`src/rtl/spi_frame_decoder.sv`:
```
// Passive SPI decoder for both data lanes: synchronises the raw bus pins, detects
// the mode-dependent sample edge and reports complete words, truncated frames and a word count.
module spi_frame_decoder #(
  parameter int WIDTH       = 8,
  parameter int SYNC_STAGES = 2,
  parameter int CNT_W       = 16,
  parameter int BC_W        = $clog2(WIDTH)
) (
  input  logic             clk,
  input  logic             rst_n,
  input  logic             sclk,
  input  logic             mosi,
  input  logic             miso,
  input  logic             csn,
  input  logic             cpol,
  input  logic             cpha,
  input  logic             lsb_first,
  input  logic             detect_only,
  input  logic             clr,
  output logic [WIDTH-1:0] mosi_data,
  output logic [WIDTH-1:0] miso_data,
  output logic             valid,
  output logic             detected,
  output logic             partial,
  output logic [BC_W-1:0]  partial_bits,
  output logic [CNT_W-1:0] word_cnt,
  output logic             busy
);

  typedef enum logic {IDLE, ACTIVE} state_t;

  logic [SYNC_STAGES-1:0] sclk_sync_reg, mosi_sync_reg, miso_sync_reg, csn_sync_reg;
  logic s_sclk, s_mosi, s_miso, s_csn;

  state_t           state_reg, state_next;
  logic             prev_sclk_reg, prev_csn_reg;
  logic             cpol_reg, cpol_next;
  logic             cpha_reg, cpha_next;
  logic             lsb_reg, lsb_next;
  logic [BC_W-1:0]  bit_cnt_reg, bit_cnt_next;
  logic [WIDTH-1:0] mosi_sh_reg, mosi_sh_next;
  logic [WIDTH-1:0] miso_sh_reg, miso_sh_next;
  logic [WIDTH-1:0] mosi_data_reg, mosi_data_next;
  logic [WIDTH-1:0] miso_data_reg, miso_data_next;
  logic             valid_reg, valid_next;
  logic             detected_reg, detected_next;
  logic             partial_reg, partial_next;
  logic [BC_W-1:0]  partial_bits_reg, partial_bits_next;
  logic [CNT_W-1:0] word_cnt_reg, word_cnt_next;

  logic             sample_edge, csn_fall, complete, last_bit;
  logic [WIDTH-1:0] mosi_shifted, miso_shifted;

  assign s_sclk = sclk_sync_reg[SYNC_STAGES-1];
  assign s_mosi = mosi_sync_reg[SYNC_STAGES-1];
  assign s_miso = miso_sync_reg[SYNC_STAGES-1];
  assign s_csn  = csn_sync_reg[SYNC_STAGES-1];

  // Modes 0 and 3 sample on the rising edge, modes 1 and 2 on the falling edge.
  assign sample_edge = (cpol_reg ^ cpha_reg) ? (~s_sclk & prev_sclk_reg)
                                             : (s_sclk & ~prev_sclk_reg);
  assign csn_fall    = prev_csn_reg & ~s_csn;
  assign last_bit    = (bit_cnt_reg == BC_W'(WIDTH - 1));

  assign mosi_shifted = lsb_reg ? {s_mosi, mosi_sh_reg[WIDTH-1:1]}
                                : {mosi_sh_reg[WIDTH-2:0], s_mosi};
  assign miso_shifted = lsb_reg ? {s_miso, miso_sh_reg[WIDTH-1:1]}
                                : {miso_sh_reg[WIDTH-2:0], s_miso};

  always_comb begin
    state_next        = state_reg;
    cpol_next         = cpol_reg;
    cpha_next         = cpha_reg;
    lsb_next          = lsb_reg;
    bit_cnt_next      = bit_cnt_reg;
    mosi_sh_next      = mosi_sh_reg;
    miso_sh_next      = miso_sh_reg;
    mosi_data_next    = mosi_data_reg;
    miso_data_next    = miso_data_reg;
    valid_next        = 1'b0;
    detected_next     = 1'b0;
    partial_next      = 1'b0;
    partial_bits_next = partial_bits_reg;
    complete          = 1'b0;

    case (state_reg)
      IDLE: begin
        if (csn_fall) begin
          cpol_next    = cpol;
          cpha_next    = cpha;
          lsb_next     = lsb_first;
          bit_cnt_next = '0;
          mosi_sh_next = '0;
          miso_sh_next = '0;
          state_next   = ACTIVE;
        end
      end
      ACTIVE: begin
        // Chip-select release beats any sample edge seen in the same cycle.
        if (s_csn) begin
          state_next = IDLE;
          if (bit_cnt_reg != '0) begin
            partial_next      = 1'b1;
            partial_bits_next = bit_cnt_reg;
          end
        end else if (sample_edge) begin
          mosi_sh_next = mosi_shifted;
          miso_sh_next = miso_shifted;
          if (last_bit) begin
            bit_cnt_next  = '0;
            detected_next = 1'b1;
            complete      = 1'b1;
            if (!detect_only) begin
              valid_next     = 1'b1;
              mosi_data_next = mosi_shifted;
              miso_data_next = miso_shifted;
            end
          end else begin
            bit_cnt_next = bit_cnt_reg + BC_W'(1);
          end
        end
      end
      default: state_next = IDLE;
    endcase

    word_cnt_next = word_cnt_reg;
    if (clr) begin
      word_cnt_next = '0;
    end else if (complete && !(&word_cnt_reg)) begin
      word_cnt_next = word_cnt_reg + CNT_W'(1);
    end
  end

  always_ff @(posedge clk) begin
    if (!rst_n) begin
      sclk_sync_reg    <= '0;
      mosi_sync_reg    <= '0;
      miso_sync_reg    <= '0;
      csn_sync_reg     <= '1;
      prev_sclk_reg    <= 1'b0;
      prev_csn_reg     <= 1'b1;
      state_reg        <= IDLE;
      cpol_reg         <= 1'b0;
      cpha_reg         <= 1'b0;
      lsb_reg          <= 1'b0;
      bit_cnt_reg      <= '0;
      mosi_sh_reg      <= '0;
      miso_sh_reg      <= '0;
      mosi_data_reg    <= '0;
      miso_data_reg    <= '0;
      valid_reg        <= 1'b0;
      detected_reg     <= 1'b0;
      partial_reg      <= 1'b0;
      partial_bits_reg <= '0;
      word_cnt_reg     <= '0;
    end else begin
      sclk_sync_reg    <= {sclk_sync_reg[SYNC_STAGES-2:0], sclk};
      mosi_sync_reg    <= {mosi_sync_reg[SYNC_STAGES-2:0], mosi};
      miso_sync_reg    <= {miso_sync_reg[SYNC_STAGES-2:0], miso};
      csn_sync_reg     <= {csn_sync_reg[SYNC_STAGES-2:0], csn};
      prev_sclk_reg    <= s_sclk;
      prev_csn_reg     <= s_csn;
      state_reg        <= state_next;
      cpol_reg         <= cpol_next;
      cpha_reg         <= cpha_next;
      lsb_reg          <= lsb_next;
      bit_cnt_reg      <= bit_cnt_next;
      mosi_sh_reg      <= mosi_sh_next;
      miso_sh_reg      <= miso_sh_next;
      mosi_data_reg    <= mosi_data_next;
      miso_data_reg    <= miso_data_next;
      valid_reg        <= valid_next;
      detected_reg     <= detected_next;
      partial_reg      <= partial_next;
      partial_bits_reg <= partial_bits_next;
      word_cnt_reg     <= word_cnt_next;
    end
  end

  assign mosi_data    = mosi_data_reg;
  assign miso_data    = miso_data_reg;
  assign valid        = valid_reg;
  assign detected     = detected_reg;
  assign partial      = partial_reg;
  assign partial_bits = partial_bits_reg;
  assign word_cnt     = word_cnt_reg;
  assign busy         = (state_reg == ACTIVE);

endmodule

```
`config.mk`:
```
export PLATFORM = sky130hd
export DESIGN_NAME = spi_frame_decoder
export DESIGN_NICKNAME = d
export VERILOG_FILES = /design/src/rtl/spi_frame_decoder.sv
export SDC_FILE = /design/constraint.sdc
export NUM_CORES = 1
export LEC_CHECK = 0
export BUFFER_PORTS_ARGS = -buffer_cell sky130_fd_sc_hd__buf_2
export CORE_ASPECT_RATIO = 0.7
export CORE_MARGIN = 1.5
export CORE_UTILIZATION = 30
export CTS_CLUSTER_SIZE = 20
export DETAILED_ROUTE_END_ITERATION = 10
export GPL_TIMING_DRIVEN = 0
export HOLD_SLACK_MARGIN = 0.05
export PLACE_DENSITY = 0.57
export SYNTH_ARGS = -nofsm -noshare
export SYNTH_HDL_FRONTEND = slang
export SYNTH_SLANG_ARGS = --single-unit
```
`constraint.sdc`:
```
create_clock -name clk -period 2.3 [get_ports clk]
set_clock_uncertainty 0.15 [all_clocks]
set_input_delay 0.115 -clock clk [delete_from_list [all_inputs] [get_ports clk]]
set_output_delay 0.115 -clock clk [all_outputs]
set_load 0.1 [all_outputs]
```
## Word-level counts from Yosys, hierarchy flattened

Index checks and enable logic that the tools add are counted.

| word-level totals | value |
|---|---|
| register bits | 71 |
| input bits | 11 |
| logic and storage cells | 73 |
| output and inout port bits | 39 |

| cells by class | value |
|---|---|
| add/sub/neg operators | 2 |
| reductions and logical operators | 11 |
| bitwise logic cells | 12 |
| equal/unequal tests | 4 |
| multiplexer cells | 24 |

Operator list:

| cell | number |
|---|---|
| $mux 8 | 7 |
| $pmux 8 s2 | 2 |
| $add 16x1->16 const B | 1 |
| $reduce_and 16->1 | 1 |
| $mux 3 | 4 |
| $mux 1 | 9 |
| $reduce_and 3->1 | 3 |
| $not 1->1 | 8 |
| $pmux 3 s2 | 1 |
| $reduce_and 5->1 | 1 |
| $reduce_or 5->1 | 1 |
| $ne 2x2->1 const B | 2 |
| $add 3x1->3 const B | 1 |
| $and 1x1->1 | 3 |
| $eq 3x3->1 const B | 1 |
| $reduce_bool 3->1 | 1 |
| $ne 2x1->1 const B | 1 |
| $pmux 1 s2 | 1 |
| $reduce_and 2->1 | 1 |
| $reduce_or 2->1 | 1 |
| $logic_and 1x1->1 | 1 |
| $logic_not 1->1 | 1 |
| $xor 1x1->1 | 1 |

## Longest topological paths before layout

Gate-level depths: netlist of the first run.

| depth | value |
|---|---|
| depth in word-level cells | 7 |
| depth in mapped cells | 7 |
| depth with buffers taken out | 7 |

## Worst setup path before layout of the first run

Ideal clock, no wire load.

| timing | value |
|---|---|
| path kind | register to register |
| start point | register word_cnt_reg[0] (netlist: word_cnt[0]) |
| end point | register word_cnt_reg[6] (netlist: word_cnt[6]) |
| setup time | 0.117 ns |
| stages on the path, launching flop included | 7 |
| path buffers | 0 |
| data required time | 2.033 ns |
| arrival | 2.528 ns |
| setup slack | -0.495 ns |
| clock period less this slack | 2.795 ns |
| path through | dfxtp_1 ha_1 nand3_1 or4_4 nand3_4 nor2_1 a41o_1 |

| on the way | value |
|---|---|
| cells in the longest elaborated chain, start to end | 3 |
| elaborated cells between the ends (all ways) | 4 |
| those cells by class | add/sub (1); reduce/logical (3) |

RTL lines:

| what | RTL line | source |
|---|---|---|
| start: declaration | 49 | `logic [CNT_W-1:0] word_cnt_reg, word_cnt_next;` |
| start signal: assignment | 176 | `word_cnt_reg <= word_cnt_next;` |
| parallel branches: the longest is 3 deep, another holds $add 16x1->16 | n/a |  |

Several ways; the timed one is not identified.
A chain may end at the register's enable or synchronous reset.

## Worst setup path in the final report of the first run

Same ends and word-level chain as after synthesis.

==> qor.txt, run 1 <==
first-pass GRT wire length -> 12.08 mm
Yosys top cell by area -> dfxtp_1
GPL Wtd Cong -> 0.7836
wire per inst -> 13.43 µm
most frequent cells after synthesis -> dfxtp_1 (71), nand2_1 (40), nand3_1 (33), nor2_1 (17)
max_slew headroom -> 60.51%
Root Buffer -> clkbuf_16
kind of critical path -> reg -> reg
# clock sinks -> 71
Fillers -> 1007
die area -> 10910 µm²
Slew Limit Fails -> 0
dpl ws -> 0.08840 ns
Cell Area, Placed -> 3515 µm²
HPWL after DPL -> 5.361 mm
Period minus WS final -> 2.181 ns
Async SR Flop Fraction -> 0%
maximum vdd drop -> 0.4402 mV
reg-to-reg setup timing slack -> 0.12 ns
outcome -> finished, final reports clean
EDFF count, synth -> 0
Worst Tran Pin Value -> 0.5923 ns
H-tree levels -> 3
WP data arrival -> 2.25 ns
Tot Pwr -> 2.640 mW
GRT Util Overall -> 13.93%
CTS Buffer Depth -> 2
antenna cells -> 0
total CTS buffers -> 9
Die X -> 124.2 µm
placed insts -> 515
CTS tree -> yes
Hold Vio Cnt, Final -> 0
total of max-cap violations -> 0
top cells by area, synth -> dfxtp_1 (46%), nand3_1 (5.4%), mux2_2 (5.1%), nand2_1 (4.9%), mux2i_1 (4.2%)
DR iter-0 viols -> 100
crit start category -> flop
Starting Density -> 31.37%
Reg clk slew, reported paths -> 0.06 ns
largest net degree at the start of global routing -> 14
CP Data Required Time -> 2.37 ns
Final Cell Area -> 3908 µm²
antenna viol nets, final -> 0
core area -> 9834 µm²
die height -> 87.85 µm
most common cell in the synthesized netlist -> dfxtp_1
post-synth cell types -> 45
Min Hold Slack -> 0.2639 ns
metal2 WL -> 3.087 mm
Final Setup Violations -> 0
register bit total from synthesis -> 71
nets@finish -> 423
Core Util, Final -> 39.73%
worst hold path type -> reg -> reg
Crit Path Max Fanout -> 10
CP Capture Type -> flop
I/O Buffers -> 49
DRC -> 0
fmax -> 0.4585 GHz
fin crit share -> 94.82%
M1 WL -> 3.800 mm
Cell Area, Synth -> 3085 µm²
Ys Warns -> 0
total grt overflow -> 0
layout cell share with drive strength beyond 1 -> 26.63%
initial antenna violation count -> 0
RSZ-0062 raised after global routing -> false
syn_nets -> 353
max reg flops -> 16
Cell Pwr Density -> 675.5 nW/µm²
Lkg Pwr -> 1.582 nW
Gate Count Post-Synth -> 338
post-synthesis sequential area ratio -> 46.07%
Avg Cell Area, Syn -> 9.129 µm²
Vias -> 2588
Top Layer Used -> met4
final std cells w/o fill -> 541
Area Growth Syn to Fin -> 26.64%
# rows -> 30
Top FF cell, synth -> dfxtp_1
vias in the first global route -> 2460
Routed WL -> 7.267 mm
Worst Slack Setup Final -> 0.1191 ns
clk_lat worst skew -> 0.33 ns
Top Ports -> 50
TritonRoute pass-1 iters -> 4
Yosys top cell area share -> 46.07%
vias per cell -> 4.784
met3 WL -> 274 µm
Fin Setup TNS -> 0 ns
==> layer usage <==
metal  GRT usage (%)  up-vias
li1                -     1313
met1           19.62     1221
met2           20.48       45
met3           3.787        9
met4           5.016        0
met5               0        -
==> timing repair <==
item	CTS	global route
hold buffers	10	0
resized for setup	0	2
hold endpoints to repair	17	0
setup buffers	0	0
setup endpoints to repair	0	7
==> cell families after synthesis <==
family	share of synthesized area [%]
fa+ha+maj	1.622
buf+inv	4.055
mux	10.06
simple gates	25.91
flops	46.07
xor+xnor	1.420
compound gates	10.87
==> report_power, final <==
group | leakage (nW) | internal [mW] | switching, mW
registers | 0.582 | 1.24 | 0.00651
clock network | 0.139 | 0.762 | 0.538
logic | 0.861 | 0.0434 | 0.0526
total | 1.58 | 2.04 | 0.597
==> area by class of cell <==
type | instances | area (µm²) | share of cell area (%)
plain buffers | 20 | 91.34 | 2.337
clock buffers | 10 | 239.0 | 6.116
clock inverters | 6 | 43.79 | 1.121
inverters | 9 | 33.78 | 0.8646
multi-input cells | 238 | 1549 | 39.64
flip-flops and latches | 71 | 1445 | 36.98
well taps | 128 | 160.2 | 4.099
repair buffers | 59 | 345.3 | 8.838
==> placed cells by master (no fill, tap or decap), types with 11 or more instances in the layout <==
cell and n:
nand2b_1 11, mux2i_1 13, clkbuf_1 12, a21boi_0 15
dfxtp_1 56, nand2_1 40, nand3_1 33, nor2_1 16
o21ai_0 15, dfxtp_2 13, mux2_2 14, buf_2 52
==> worst max-delay path: stages, from the launching register on <==
cell and delay, ns:
dfxtp_4 0.37, ha_1 0.16, nand3_1 0.27, or4_4 0.63, nand3_4 0.18, nor2_1 0.08
a41o_1 0.24
==> final timing paths <==
| kind | to | start | cells after the start |
|---|---|---|---|
| setup / recovery | word_cnt[6] | word_cnt[0] | 6 |
| hold / removal | csn_sync_reg[1] | csn_sync_reg[0] | 1 |
| setup reg to reg | word_cnt[6] | word_cnt[0] | 6 |
| hold reg to reg | csn_sync_reg[1] | csn_sync_reg[0] | 1 |
Power figures use the tool's default switching activity.
==> inputs of run 2 (changes only) <==
--- a/config.mk
+++ b/config.mk
@@ -5,6 +5,7 @@
 export SDC_FILE = /design/constraint.sdc
 export NUM_CORES = 1
 export LEC_CHECK = 0
+export ABC_AREA = 1
 export BUFFER_PORTS_ARGS = -buffer_cell sky130_fd_sc_hd__buf_2
 export CORE_ASPECT_RATIO = 0.7
 export CORE_MARGIN = 1.5
==> qor.txt, run 2 <==
outcome -> finished, final reports clean
most frequent cells in the layout -> nand2_1 (106), dfxtp_1 (69), nor2_1 (59)
worst reg2reg path depth -> 8 (+2)
most common cell in the synthesized netlist -> nand2_1
GPL Wtd Cong -> 0.8365 (+6.8%)
Min Hold Slack -> 0.09676 ns (-0.1671 ns)
Cell Area, Synth -> 3283 µm² (+6.4%)
post-synthesis sequential area ratio -> 43.29% (-2.8 points)
GRT Util Overall -> 13.99% (+0.067 points)
syn_nets -> 447 (+27%)
Period minus WS final -> 1.878 ns (-0.3028 ns)
antenna viol nets, final -> 0 (unchanged)
Die X -> 128.0 µm (+3.1%)
max incr delay on CP -> 0.36 ns (-0.27 ns)
max reg flops -> 16 (unchanged)
wire per inst -> 11.57 µm (-14%)
maximum vdd drop -> 0.3257 mV (-26%)
post-synth cell types -> 32 (-29%)
RSZ-0062 raised after global routing -> false
top cells by area, synth -> dfxtp_1 (43%), nand2_1 (12%), nor2_1 (6.7%), mux2i_1 (4.9%), a21oi_1 (4.6%)
Cell Int Power -> 2.152 mW (+5.4%)
Fin Setup TNS -> 0 ns (unchanged)
Tot Pwr -> 2.756 mW (+4.4%)
total CTS buffers -> 9 (unchanged)
Lkg Pwr -> 1.683 nW (+6.4%)
initial antenna violation count -> 0 (unchanged)
antenna cells -> 0 (unchanged)
most used cell, CP -> nor2_1
CTS tree -> yes
CP Capture Type -> flop
Starting Density -> 31.23% (-0.14 points)
Slew Limit Fails -> 0 (unchanged)
CTS Buffer Depth -> 2 (unchanged)
Hold Path Depth -> 3 (+2)
EDFF count, synth -> 0 (unchanged)
Top FF cell, synth -> dfxtp_1
register bit total from synthesis -> 71 (unchanged)
Async SR Flop Fraction -> 0% (unchanged)
Avg Cell Area, Syn -> 7.600 µm² (-17%)
most common cell after layout, fill and taps aside -> nand2_1
Yosys top cell area share -> 43.29% (-2.8 points)
die height -> 90.53 µm (+3.0%)
DRC -> 0 (unchanged)
HPWL after DPL -> 5.795 mm (+8.1%)
Net Switching -> 603.5 µW (+1.1%)
layout cell share with drive strength beyond 1 -> 23.96% (-2.7 points)
kind of critical path -> reg -> reg
clock power share -> 50.1% (+0.9 points)
crit-path cells -> ha_1, nand2_2, nor2_1, nand3_1, nor2_1, nor2_2, nand2_1, a21oi_1
Gate Count Post-Synth -> 432 (+28%)
Core Util, Final -> 39.03% (-0.70 points)
Comb pwr share -> 4.5% (+0.9 points)
largest net degree at the start of global routing -> 13 (-1)
WP data arrival -> 1.91 ns (-0.34 ns)
max_slew headroom -> 52.23% (-8.3 points)
dpl ws -> 0.4432 ns (+0.3548 ns)
nets@finish -> 516 (+22%)
die area -> 11590 µm² (+6.2%)
most frequent cells after synthesis -> nand2_1 (106), dfxtp_1 (71), nor2_1 (59), a21oi_1 (30), inv_1 (29)
slowest CP cell -> dfxtp_2
postcts setup bufs -> 0 (unchanged)
DR iter-0 viols -> 142 (+42%)
vias per cell -> 4.297 (-10%)
# rows -> 31 (+3.3%)
CP Data Required Time -> 2.33 ns (-0.04 ns)
Hold Vio Cnt, Final -> 0 (unchanged)
Cell Pwr Density -> 671.7 nW/µm² (-0.56%)
Crit path depth -> 8 (+2)
Area Growth Syn to Fin -> 24.96%
Worst Tran Pin Value -> 0.7165 ns (+0.1242 ns)
Top Ports -> 50 (unchanged)
delay-heaviest family, CP -> simple AND/OR/NAND/NOR gates
vias in the first global route -> 2751 (+12%)
Routed WL -> 7.557 mm (+4.0%)
Yosys top cell by area -> dfxtp_1
switch share -> 21.90% (-0.71 points)
TritonRoute pass-1 iters -> 5 (+1)
Worst Slack Setup Final -> 0.4219 ns (+0.3028 ns)
Crit Path Max Fanout -> 7 (-3)
Flop pwr share -> 45.4% (-1.7 points)
core area -> 10510 µm² (+6.9%)
Final Setup Violations -> 0 (unchanged)
first-pass GRT wire length -> 12.98 mm (+7.4%)
Reg clk slew, reported paths -> 0.06 ns (about the same)
CP Buf/Inv Count -> 0 (unchanged)
total grt overflow -> 0 (unchanged)
fmax -> 0.5325 GHz (+16%)
worst hold path type -> in -> reg
Ys Warns -> 0 (unchanged)
H-tree levels -> 3 (unchanged)
# clock sinks -> 71 (unchanged)
total of max-cap violations -> 0 (unchanged)
clk_lat worst skew -> 0.33 ns (about the same)
Root Buffer -> clkbuf_16
I/O Buffers -> 49 (unchanged)
crit start category -> flop
fin crit share -> 81.66% (-13 points)
Vias -> 2806 (+8.4%)
-- run 2: cell count changes in the layout (fill, tap and decap cells not counted), moves of 10 or more --
cell      delta
nand2_1     +66
nor2_1      +43
a21oi_1     +26
inv_1       +20
a21boi_0    -15
mux2_2      -14
nand2_2     +14
dfxtp_1     +13
nand3_1     -13
dfxtp_2     -11
nand2b_1    -11
and2_1      -10
or2_0       +10
-- run 2: power groups by stage --
stage	combinational [mW]	sequential [mW]	clock, mW
floorplan	0.0731	1.28	0
global placement	0.112	1.28	0
detailed placement	0.114	1.28	0
CTS	0.126	1.25	1.41
global route	0.141	1.25	1.46
finish	0.125	1.25	1.38
-- run 2: kinds of logic after synthesis --
family | synth area share [%]
xor+xnor | 1.867
simple gates | 33.46
fa+ha+maj | 1.524
buf+inv | 6.517
flops | 43.29
compound gates | 8.460
mux | 4.878
-- run 2: layout make-up --
class	instances	area (µm²)
buffer	14	81.33
tap	148	185.2
inverter	35	132.6
clock inverter	5	57.56
fill	1090	6409
sequential	71	1424
timing repair buffer	58	335.3
clock buffer	10	239.0
multi-input combinational	312	1648
-- run 2: tightest hold or removal path: stages --
cell,delay (ns)
buf_2,0.12
inv_1,0.20
nor3_1,0.09
-- run 2: path summary, 6_finish.rpt --
kind              startpoint               to  slack, ns
max              word_cnt[1]     word_cnt[10]       0.42
min                    rst_n          partial        0.1
max reg2reg      word_cnt[1]     word_cnt[10]       0.42
min reg2reg  csn_sync_reg[0]  csn_sync_reg[1]       0.26
-- run 2: per-stage QoR --
stage	cell area [µm²]	instances
floorplan	3286	432
global placement	3716	629
detailed placement	3716	629
CTS	4103	653
global route	4103	653
finish	4103	653
-- run 2: metal layers --
| layer | GRT usage (%) | share of wire [%] |
|---|---|---|
| met5 | 0 | 0 |
| met1 | 20.37 | 56 |
| met3 | 3.910 | 3.2 |
| met2 | 20.43 | 40 |
| met4 | 3.090 | 0.86 |
-- run 2: timing repair --
action                                 4_1_cts  5_1_grt
endpoints found under the hold margin       16        0
gates resized for setup                      0        0
hold buffers                                 9        0
==> inputs of run 3 (changes only) <==
==> constraint.sdc (replaced) <==
create_clock -name clk -period 1.9 [get_ports clk]
set_clock_uncertainty 0.15 [all_clocks]
set_input_delay 0.095 -clock clk [delete_from_list [all_inputs] [get_ports clk]]
set_output_delay 0.095 -clock clk [all_outputs]
set_load 0.1 [all_outputs]
==> qor.txt, run 3 (synthesized netlist as in run 2, its figures left out) <==
layout cell share with drive strength beyond 1 -> 27.61% (+3.7 points)
H-tree levels -> 3 (unchanged)
worst reg2reg path depth -> 8 (unchanged)
die height -> 90.53 µm (unchanged)
GRT Util Overall -> 13.86% (-0.13 points)
max incr delay on CP -> 0.37 ns (about the same)
CP Capture Type -> flop
maximum vdd drop -> 0.4205 mV (+29%)
clk_lat worst skew -> 0.34 ns (about the same)
max reg flops -> 16 (unchanged)
Routed WL -> 7.707 mm (+2.0%)
vias in the first global route -> 2465 (-10%)
Min Hold Slack -> 0.2626 ns (+0.1658 ns)
nets@finish -> 517 (+0.19%)
# clock sinks -> 71 (unchanged)
die area -> 11590 µm² (unchanged)
Root Buffer -> clkbuf_16
Worst Tran Pin Value -> 0.5026 ns (-0.2139 ns)
total grt overflow -> 0 (unchanged)
R2R Path Start -> bit_cnt_reg[1]
most common cell after layout, fill and taps aside -> nand2_1
I/O Buffers -> 49 (unchanged)
total of max-cap violations -> 0 (unchanged)
hold path start -> mosi_sync_reg[0]
Final Setup Violations -> 0 (unchanged)
Period minus WS final -> 1.812 ns (-0.06602 ns)
core area -> 10510 µm² (unchanged)
antenna cells -> 0 (unchanged)
Area Growth Syn to Fin -> 28.20%
Net Switching -> 728.4 µW (+21%)
Cell Int Power -> 2.816 mW (+31%)
WP data arrival -> 1.89 ns (-0.02 ns)
Lkg Pwr -> 1.710 nW (+1.6%)
CTS Buffer Depth -> 2 (unchanged)
DRC -> 0 (unchanged)
Tot Pwr -> 3.545 mW (+29%)
Hold Path Depth -> 2 (-1)
Hold EP -> mosi_sync_reg[1]
kind of critical path -> reg -> reg
Fillers -> 1067 (-2.1%)
HPWL after DPL -> 5.685 mm (-1.9%)
Flop pwr share -> 42.6% (-2.8 points)
Die X -> 128.0 µm (unchanged)
Top Ports -> 50 (unchanged)
Crit Path Max Fanout -> 10 (+3)
first-pass GRT wire length -> 12.35 mm (-4.8%)
Core Util, Final -> 40.04% (+1.0 points)
CTS tree -> yes
Slew Limit Fails -> 0 (unchanged)
Starting Density -> 31.23% (unchanged)
# rows -> 31 (unchanged)
fmax -> 0.5519 GHz (+3.6%)
switch share -> 20.55% (-1.4 points)
GPL Wtd Cong -> 0.8315 (-0.60%)
most used cell, CP -> nand2_1
DR iter-0 viols -> 159 (+12%)
initial antenna violation count -> 0 (unchanged)
crit start category -> flop
reg-to-reg setup timing slack -> 0.09 ns (-0.33 ns)
wire per inst -> 11.77 µm (+1.7%)
Crit. Startpoint -> bit_cnt_reg[1]
antenna viol nets, final -> 0 (unchanged)
Cell Pwr Density -> 842.2 nW/µm² (+25%)
worst hold path type -> reg -> reg
crit-path cells -> ha_1, ha_4, nand4_4, nor2_4, buf_2, nand2_1, nand2_1, nor2_1
total CTS buffers -> 9 (unchanged)
fin crit share -> 95.37% (+14 points)
outcome -> finished, final reports clean
CP Data Required Time -> 1.98 ns (-0.35 ns)
Vias -> 2832 (+0.93%)
largest net degree at the start of global routing -> 13 (unchanged)
most frequent cells in the layout -> nand2_1 (106), nor2_1 (58), dfxtp_1 (54)
vias per cell -> 4.324 (+0.62%)
Reg clk slew, reported paths -> 0.06 ns (about the same)
Hold Vio Cnt, Final -> 0 (unchanged)
TritonRoute pass-1 iters -> 4 (-1)
max_slew headroom -> 66.49% (+14 points)
slowest CP cell -> dfxtp_1
RR Endpoint -> miso_data[2]
clock power share -> 53.0% (+2.9 points)
Comb pwr share -> 4.3% (-0.2 points)
-- run 3: critical path: cells and delay by family, from the launching register on --
kind,cells,cell delay (ns)
adder cells (fa/ha/maj),2,0.39
AND/OR/NAND/NOR,5,0.57
flip-flops,1,0.37
buffers and inverters,1,0.22
-- run 3: area by class of cell --
type                    count  area [µm²]  area share (%)
multi-input cells         312        1668           39.63
flip-flops and latches     71        1448           34.39
repair buffers             59       345.3           8.205
clock buffers              12       266.5           6.332
well taps                 148       185.2           4.400
inverters                  35       132.6           3.151
plain buffers              14       87.58           2.081
clock inverters             4       76.32           1.813
-- run 3: worst max path at each step --
stage / slack [ns] / depth (start not counted) / endpoint
finish: 0.09 / 8 / miso_data[2]
CTS: 0.01 / 6 / word_cnt[8]
detailed placement: 0.02 / 8 / mosi_data[7]
global placement: 0.04 / 8 / mosi_data[6]
global route: -0.02 / 8 / mosi_data[2]
floorplan: 0.01 / 10 / word_cnt[14]
-- run 3: metrics by stage --
step / cell area, µm² / setup TNS, ns / std cells / worst slack [ns]
2_1_floorplan: 3309 / 0 / 432 / 0.01154
3_3_place_gp: 3740 / 0 / 629 / 0.04039
3_5_place_dp: 3740 / 0 / 629 / 0.01738
4_1_cts: 4185 / 0 / 655 / 0.01146
5_1_grt: 4209 / -0.02829 / 655 / -0.01605
6_report: 4209 / 0 / 655 / 0.08791
-- run 3: repair_timing --
action | CTS | global route
endpoints found under the hold margin | 17 | 0
hold buffers | 10 | 0
pin swaps | 0 | 1
setup endpoints to repair | 2 | 30
resized for setup | 1 | 6
setup buffers | 0 | 0
-- run 3: power groups by stage --
stage	Sequential [mW]	Combinational (mW)	Clock [mW]
after detailed placement	1.54	0.137	0
after global routing	1.51	0.168	1.99
final	1.51	0.153	1.88
after floorplan	1.55	0.0884	0
after CTS	1.51	0.153	1.93
after global placement	1.54	0.134	0
-- run 3: per-layer routing --
metal | part of all wire (%) | GRT usage, %
met1 | 56 | 21.37
met3 | 4.9 | 4.147
met5 | 0 | 0
met2 | 37 | 17.34
met4 | 1.7 | 5.618
